### src/rtl/trig_pkg.sv
// ============================================================================
// Module      : trig_pkg
// Description : Constants and FSM state encoding shared by the trig stages
//               (Sin/Cos/Tan/Cot) and the ratio divider.
// Revision    : 1.0 - initial release
// ============================================================================
`default_nettype none

package trig_pkg;

  // Fixed-point scale of every trig stage output (ratio scaled by 10^4)
  localparam int TRIG_SCALE = 10000;
  // Operand / result width of the trig stages
  localparam int TRIG_W     = 16;

  // Handshake FSM states of the ratio divider
  typedef enum logic [1:0] {
    IDLE = 2'd0,
    DIV  = 2'd1,
    DONE = 2'd2
  } trig_state_e;

endpackage : trig_pkg

`default_nettype wire

### src/rtl/trig_div_core.sv
// ============================================================================
// Module      : trig_div_core
// Description : Iterative restoring divider, one quotient bit per cycle.
//               A 2W-bit dividend is divided by a W-bit divisor in exactly
//               2W cycles after the start pulse.
// Ports       : clk, rst        - clock, synchronous active-high reset
//               i_start         - load operands and begin (ignored if busy)
//               i_dividend      - 2W-bit dividend
//               i_divisor       - W-bit divisor (must be non-zero)
//               o_busy          - iterations in progress
//               o_done          - one-cycle pulse, o_quotient valid
//               o_quotient      - 2W-bit quotient
// Revision    : 1.0 - initial release
// ============================================================================
`default_nettype none

module trig_div_core #(
  parameter int W = 16
) (
  input  logic           clk,
  input  logic           rst,
  input  logic           i_start,
  input  logic [2*W-1:0] i_dividend,
  input  logic [W-1:0]   i_divisor,
  output logic           o_busy,
  output logic           o_done,
  output logic [2*W-1:0] o_quotient
);

  localparam int            C_CNT_W = $clog2(2 * W);
  localparam logic [C_CNT_W-1:0] C_LAST = C_CNT_W'(2 * W - 1);

  logic [2*W-1:0]     r_dvd;    // dividend shifts out MSB-first, quotient shifts in
  logic [W-1:0]       r_div;
  logic [W-1:0]       r_rem;
  logic [C_CNT_W-1:0] r_count;
  logic               r_busy;
  logic               r_done;

  logic [W:0] w_shift;
  logic [W:0] w_trial;
  logic       w_qbit;
  logic [W-1:0] w_rem_next;
  logic       w_unused_trial_msb;

  // Remainder is always below the divisor, so the shifted value fits W+1
  // bits and a successful trial subtraction fits back into W bits.
  assign w_shift    = {r_rem, r_dvd[2*W-1]};
  assign w_trial    = w_shift - {1'b0, r_div};
  assign w_qbit     = (w_shift >= {1'b0, r_div});
  assign w_rem_next = w_qbit ? w_trial[W-1:0] : w_shift[W-1:0];
  assign w_unused_trial_msb = w_trial[W];

  always_ff @(posedge clk) begin
    if (rst) begin
      r_dvd   <= '0;
      r_div   <= '0;
      r_rem   <= '0;
      r_count <= '0;
      r_busy  <= 1'b0;
      r_done  <= 1'b0;
    end else begin
      r_done <= 1'b0;
      if (i_start && !r_busy) begin
        r_dvd   <= i_dividend;
        r_div   <= i_divisor;
        r_rem   <= '0;
        r_count <= '0;
        r_busy  <= 1'b1;
      end else if (r_busy) begin
        r_dvd   <= {r_dvd[2*W-2:0], w_qbit};
        r_rem   <= w_rem_next;
        r_count <= r_count + 1'b1;
        if (r_count == C_LAST) begin
          r_busy <= 1'b0;
          r_done <= 1'b1;
        end
      end
    end
  end

  assign o_busy     = r_busy;
  assign o_done     = r_done;
  assign o_quotient = r_dvd;

endmodule : trig_div_core

`default_nettype wire

### src/rtl/trig_ratio_div.sv
// ============================================================================
// Module      : trig_ratio_div
// Description : Valid/ready wrapper computing quot = floor(num*SCALE/den)
//               with divide-by-zero and overflow flags.
//               Optional macro TRIG_DIV_SAT_EN: saturate quot to all-ones on
//               overflow (otherwise the low W quotient bits are returned).
// Ports       : clk, rst              - clock, synchronous active-high reset
//               in_valid/in_ready     - operand handshake (ready only in IDLE)
//               num, den              - unsigned numerator / denominator
//               out_valid/out_ready   - result handshake
//               quot, dz, ovf         - quotient, divide-by-zero, overflow
// Latency     : 33 cycles (den!=0), 1 cycle (den==0) from transfer edge.
// Revision    : 1.0 - initial release
// ============================================================================
`default_nettype none

module trig_ratio_div
  import trig_pkg::*;
#(
  parameter int SCALE = TRIG_SCALE,
  parameter int W     = TRIG_W
) (
  input  logic         clk,
  input  logic         rst,
  input  logic         in_valid,
  output logic         in_ready,
  input  logic [W-1:0] num,
  input  logic [W-1:0] den,
  output logic         out_valid,
  input  logic         out_ready,
  output logic [W-1:0] quot,
  output logic         dz,
  output logic         ovf
);

  trig_state_e r_state;
  logic        r_in_ready;
  logic        r_out_valid;
  logic [W-1:0] r_quot;
  logic        r_dz;
  logic        r_ovf;
  logic        r_dz_pend;   // den==0 captured at transfer, resolves next edge

  logic           w_xfer;
  logic           w_start;
  logic [2*W-1:0] w_dividend;
  logic           w_core_busy;
  logic           w_core_done;
  logic [2*W-1:0] w_core_quot;
  logic           w_ovf;
  logic [W-1:0]   w_quot_sel;

  assign w_xfer     = in_valid && r_in_ready;
  assign w_start    = w_xfer && (den != '0);
  // Full 2W-bit product, no truncation of the scaled numerator
  assign w_dividend = (2*W)'(num) * (2*W)'(SCALE);

  trig_div_core #(
    .W (W)
  ) u_core (
    .clk        (clk),
    .rst        (rst),
    .i_start    (w_start),
    .i_dividend (w_dividend),
    .i_divisor  (den),
    .o_busy     (w_core_busy),
    .o_done     (w_core_done),
    .o_quotient (w_core_quot)
  );

  assign w_ovf = |w_core_quot[2*W-1:W];

`ifdef TRIG_DIV_SAT_EN
  assign w_quot_sel = w_ovf ? {W{1'b1}} : w_core_quot[W-1:0];
`else
  assign w_quot_sel = w_core_quot[W-1:0];
`endif

  always_ff @(posedge clk) begin
    if (rst) begin
      r_state     <= IDLE;
      r_in_ready  <= 1'b1;
      r_out_valid <= 1'b0;
      r_quot      <= '0;
      r_dz        <= 1'b0;
      r_ovf       <= 1'b0;
      r_dz_pend   <= 1'b0;
    end else begin
      case (r_state)
        IDLE: begin
          if (w_xfer) begin
            r_dz_pend  <= (den == '0);
            r_in_ready <= 1'b0;
            r_state    <= DIV;
          end
        end
        DIV: begin
          if (r_dz_pend) begin
            r_quot      <= {W{1'b1}};
            r_dz        <= 1'b1;
            r_ovf       <= 1'b0;
            r_out_valid <= 1'b1;
            r_state     <= DONE;
          end else if (w_core_done && !w_core_busy) begin
            r_quot      <= w_quot_sel;
            r_dz        <= 1'b0;
            r_ovf       <= w_ovf;
            r_out_valid <= 1'b1;
            r_state     <= DONE;
          end
        end
        DONE: begin
          if (out_ready) begin
            r_out_valid <= 1'b0;
            r_in_ready  <= 1'b1;
            r_dz_pend   <= 1'b0;
            r_state     <= IDLE;
          end
        end
        default: begin
          r_out_valid <= 1'b0;
          r_in_ready  <= 1'b1;
          r_state     <= IDLE;
        end
      endcase
    end
  end

  assign in_ready  = r_in_ready;
  assign out_valid = r_out_valid;
  assign quot      = r_quot;
  assign dz        = r_dz;
  assign ovf       = r_ovf;

endmodule : trig_ratio_div

`default_nettype wire
### config.mk
export PLATFORM = sky130hd
export DESIGN_NAME = trig_ratio_div
export DESIGN_NICKNAME = d
export VERILOG_FILES = /design/src/rtl/trig_pkg.sv /design/src/rtl/trig_div_core.sv /design/src/rtl/trig_ratio_div.sv
export SDC_FILE = /design/constraint.sdc
export NUM_CORES = 1
export LEC_CHECK = 0
export CAP_MARGIN = 15
export CORE_MARGIN = 5
export CORE_UTILIZATION = 60
export CTS_CLUSTER_SIZE = 24
export DETAILED_ROUTE_END_ITERATION = 7
export GPL_TIMING_DRIVEN = 0
export PLACE_DENSITY = 0.81
export SYNTH_ARGS = -nofsm -noshare
export SYNTH_HDL_FRONTEND = slang
export SYNTH_SLANG_ARGS = --single-unit
### constraint.sdc
create_clock -name clk -period 11 [get_ports clk]
set_input_delay 2.2 -clock clk [delete_from_list [all_inputs] [get_ports clk]]
set_output_delay 2.2 -clock clk [all_outputs]
set_load 0.01 [all_outputs]
[Word level (Yosys, flattened, before mapping)]
Index checks and enable logic that the tools add are counted.
Storage, ports and cells
  register bits after elaboration: 94
  latch bits: 0
  memory bits (writable): 0
  bits in read-only memories: 0
  bits of input ports: 36
  output and inout port bits: 20
  memories: 0
Operators by class
  $add $sub $neg: 2
  $mul: 1
  divide/modulo/power cells: 0
  order comparisons: 1
  equality and inequality tests: 6
  shift operators: 0
  multiplexer cells: 27
  bitwise operators: 3
  reductions and logical operators: 19
Operator list (number)
  $mux 30: 2
  $mux 16: 3
  $mul 16x10->26 const B: 1
  $ge 17x16->1: 1
  $logic_not 16->1: 1
  $reduce_bool 16->1: 1
  $reduce_or 16->1: 1
  $sub 16x16->16: 1
  $mux 1: 14
  $reduce_and 3->1: 4
  $mux 2: 4
  $pmux 1 s3: 2
  $pmux 2 s3: 1
  $reduce_bool 2->1: 3
  $add 5x1->5 const B: 1
  $eq 5x5->1 const B: 1
  $logic_and 1x1->1: 4
  $ne 2x2->1 const B: 2
  $ne 3x3->1 const B: 1
  $not 1->1: 3
  $reduce_or 3->1: 1
  $eq 2x1->1 const B: 1
  $eq 2x2->1 const B: 1
  $logic_not 2->1: 1
  other kinds (4): 4

[Depth between registers and ports, before layout]
  depth in word-level cells: 5
  mapped depth: 20
  depth with buffers taken out: 19

[Cells and area by module]
A second synthesis with hierarchy kept.
Second synthesis, totals
  cells, all modules: 905
  area, all modules: 7485.9 sq um
By module, submodules not included
  trig_div_core: instances 1, cells each 473, area an instance 3865.0 sq um, seq. area each 1421.4 sq um
  trig_ratio_div: instances 1, cells each 432, area an instance 3621.0 sq um, seq. area each 460.4 sq um

[Worst setup path after synthesis]
OpenSTA, ideal clock, no wires.
  kind: input to register
  start point: input num[9]
  end point: register u_core.r_dvd[28], in the netlist u_core.o_quotient[28]
  arrival: 6.124 ns
  required time: 10.868 ns
  setup slack: 4.744 ns
  stages on the path: 18
  buffers on the path: 1
  cell sequence: inv_1 -> fa_1 -> inv_1 -> ha_1 -> fa_1 -> ha_1 -> inv_1 -> fa_1 -> inv_1 -> ha_1 -> buf_2 -> a21oi_1 -> o21ai_0 -> a32oi_1 -> o31ai_2 -> a41o_1 -> a2111oi_2 -> nor4_1
Between the ends
  word-level cells in the longest chain between the ends: 2
RTL lines
  from (decl): line trig_ratio_div.sv:27  | input logic [W-1:0] num,
  $mul 16x10->26: line trig_ratio_div.sv:56  | assign w_dividend = (2*W)'(num) * (2*W)'(SCALE);
  $mux 30: line trig_div_core.sv:64  | if (i_start && !r_busy) begin
  to (signal assigned): line trig_div_core.sv:65  | r_dvd <= i_dividend;
  to (signal assigned): line trig_div_core.sv:71  | r_dvd <= {r_dvd[2*W-2:0], w_qbit};
  to (decl): line trig_div_core.sv:33  | logic [2*W-1:0] r_dvd;
No other way between the ends.
A chain may end at the register's enable or synchronous reset.

[Worst setup path after layout]
  start point: input num[7]
  end point: register u_core.r_dvd[28], in the netlist u_core.o_quotient[28]
Same word-level chain as after synthesis.

==> flow_summary.ini <==
[worst_setup_path]
reg2reg_depth = 10
r2r-start = u_core.r_div[1]
crit_buf_inv = 6
crit_type = in -> reg
cp_common_cell = inv_1
critPathArrivalTime_ns = 7.08
regToRegEndpoint = u_core.r_rem[14]
crit_path_end_kind = register
r2r_slack_ns = 8.42
path_cells = clkdlybuf4s50_1, inv_1, fa_1, inv_1, ha_1, fa_1, ha_1, inv_1, fa_1, inv_1, ha_1, buf_2, a21oi_2, o21ai_0, a32oi_1, o31ai_2, a41o_1, a2111oi_2, nor4_1
crit_slowest_cell = clkdlybuf4s50_1
cp_top_family = adder cells
max_stage_delay_ns = 0.59
start_kind = input port
crit_fanout = 7
critPathRequiredTime_ns = 11.20

[synth]
synth_edf_count = 0
synthArstFlopShare_pct = 0
synthFlopType = dfxtp_1
syn_nets = 1081
ys_seq_elements = 94
ys_warn_count = 0
synthCells = 921
synth_seq_area_share_pct = 25.3
synth.distinct_cells = 68
syn_area_per_cell_um2 = 8.08
syn_area_um2 = 7440

[route]
post_drt_wl_per_cell_um = 16.4
vias = 6834
drc = 0
top_layer_used = met4
routed-wl-met2_um = 9270
drt-total-wl_um = 19000
avgViaCountPerCell = 5.89
met1_length_um = 7870
final_antenna_net_count = 0
met3_length_um = 1150
drt_iter0_markers = 630
drt_first_pass_iters = 5

[power]
comb_power_share_pct = 57.2
p_sw_share_pct = 43.9
peakVddDrop_mv = 0.141
pwr-share-clk_pct = 19.6
switching_power_mw = 0.779
p_leak_nw = 3.72
p_per_area_nw_per_um2 = 208
seqPwrFrac_pct = 23.2
power.internal_mw = 0.994

[finish]
nets = 1147
final_cell_mix = inv_1, dfxtp_1, ha_1
diodes = 0
layout-drive-gt1-share_pct = 4.54
syn2layout_area_growth_pct = 14.6
final_common_cell = inv_1
final_cell_area_um2 = 8530

[die]
fp.dieW_um = 121
ios = 56
dieArea_um2 = 14700
start_util_pct = 61.5
core_um2 = 12100
die_h_um = 121
placement_rows = 40

[clock_network]
cts.sinks = 94
cts_max_level = 3
cts_buffers = 9
cts_setup_buffers = 0
cts.repair.resized = 0
cts_buffer_depth = 2
hold_buffers = 0
cts_tree = done
clk_latency_ns = 0.35
cts.clk_slew.worst_paths_ns = 0.07
root_buffer = clkbuf_16

[placed_design]
dp_hpwl_um = 15000
port-buffer-count = 55
postPlaceCellArea_um2 = 8210
gp_congestion = 0.904

[timing]
whs_ns = 0.457
fin_setup_tns_ns = 0
final_max_slew_viol_count = 0
setup_viol = 0
rsz0062_at_grt = no
skew_ns = 0.0107
slew_headroom_pct = 47.6
fmaxAchievable_ghz = 0.145
finalCriticalPeriod_ns = 6.88
tightest_slew_ns = 0.784
timing.final.crit_share_pct = 62.5
finalHoldViolCount = 0

[grt]
grtUsageTotal_pct = 27.1
grt_pass1_wl_um = 32000
grt_pass1_vias = 6668
grt.overflow.total = 0
antenna_found_initial = 0
grt_max_degree = 18

[hold_path]
holdPathEnd = u_core.r_div[7]
min_path_type = reg -> reg
holdPathStages = 2
min_from = u_core.r_div[7]

[outcome]
outcome = finished clean

[flow_run]
drv_cap = 0
==> kinds of logic (layout without fill, tap and decap cells) <==
group	count (synthesis)	count (layout)	synth area share, %
fa+ha+maj	124	124	24.5
xor+xnor	21	21	2.47
flops	94	94	25.3
buf+inv	166	237	8.64
simple gates	278	278	17.8
mux	14	14	1.90
compound gates	224	224	19.5
==> power by group through the flow <==
stage | registers [mW] | clock network, mW | logic (mW)
floorplan | 0.407 | 0 | 0.785
global placement | 0.416 | 0 | 0.986
detailed placement | 0.417 | 0 | 0.998
CTS | 0.410 | 0.349 | 1.01
global route | 0.415 | 0.364 | 1.15
finish | 0.411 | 0.348 | 1.01
==> layer usage <==
layer | vias to the layer above | global-route usage, %
li1 | 3315 | -
met1 | 3224 | 33.7
met2 | 238 | 45.7
met3 | 57 | 5.08
met4 | 0 | 11.7
met5 | - | 0
==> Yosys cell counts, drive strengths merged, types with 16 or more instances <==
library cell  instances  area, um2
a211oi               25        193
inv                 121        454
dfxtp                94       1880
nand3                16       80.1
a21oi                83        423
nor2                 83        314
o21ai                42        218
ha                   88       1100
nor3                 17       90.1
nor4                 17        106
nand2                85        319
clkbuf               30        113
fa                   36        721
==> worst register-to-register path: cells and delay by family (launching register included) <==
| kind | cells | cell delay, ns |
|---|---|---|
| flops | 1 | 0.39 |
| simple gates | 2 | 0.23 |
| buf+inv | 2 | 0.34 |
| compound gates | 5 | 1.26 |
| fa+ha+maj | 1 | 0.29 |
==> through the flow <==
stage / power, mW / setup WS, ns / std cells / utilization, %
3_5_place_dp: 1.41 / 3.76 / 1144 / 67.7
3_3_place_gp: 1.40 / 3.83 / 1144 / 67.7
6_report: 1.77 / 4.12 / 1160 / 70.5
5_1_grt: 1.93 / 3.82 / 1160 / 70.5
4_1_cts: 1.77 / 4.11 / 1160 / 70.5
2_1_floorplan: 1.19 / 4.74 / 921 / -
==> worst max path at each step <==
stage / from / endpoint / slack [ns] / cells after the start
6_report: num[7] / u_core.o_quotient[28] / 4.12 / 19
5_1_grt: num[8] / u_core.o_quotient[28] / 3.82 / 19
4_1_cts: num[8] / u_core.o_quotient[28] / 4.11 / 19
3_5_place_dp: num[8] / u_core.o_quotient[28] / 3.76 / 19
3_3_place_gp: num[4] / u_core.o_quotient[28] / 3.83 / 20
2_1_floorplan: num[9] / u_core.o_quotient[28] / 4.74 / 18
==> registers in the layout, indices dropped and copies added (netlist names) <==
signal / count
u_core.o_busy: 1
out_valid: 1
r_state: 2
quot: 16
u_core.r_rem: 16
u_core.r_count: 5
ovf: 1
u_core.o_quotient: 32
u_core.o_done: 1
r_dz_pend: 1
dz: 1
u_core.r_div: 16
in_ready: 1
==> cell type report <==
cell class	instances	area, um2
clock buffer	9	225
multi-input combinational	661	4920
buffer	44	185
inverter	122	458
tap	168	210
timing repair buffer	55	551
fill	1030	3580
clock inverter	7	103
sequential	94	1880
No activity file was read; power rests on OpenSTA's default activity.
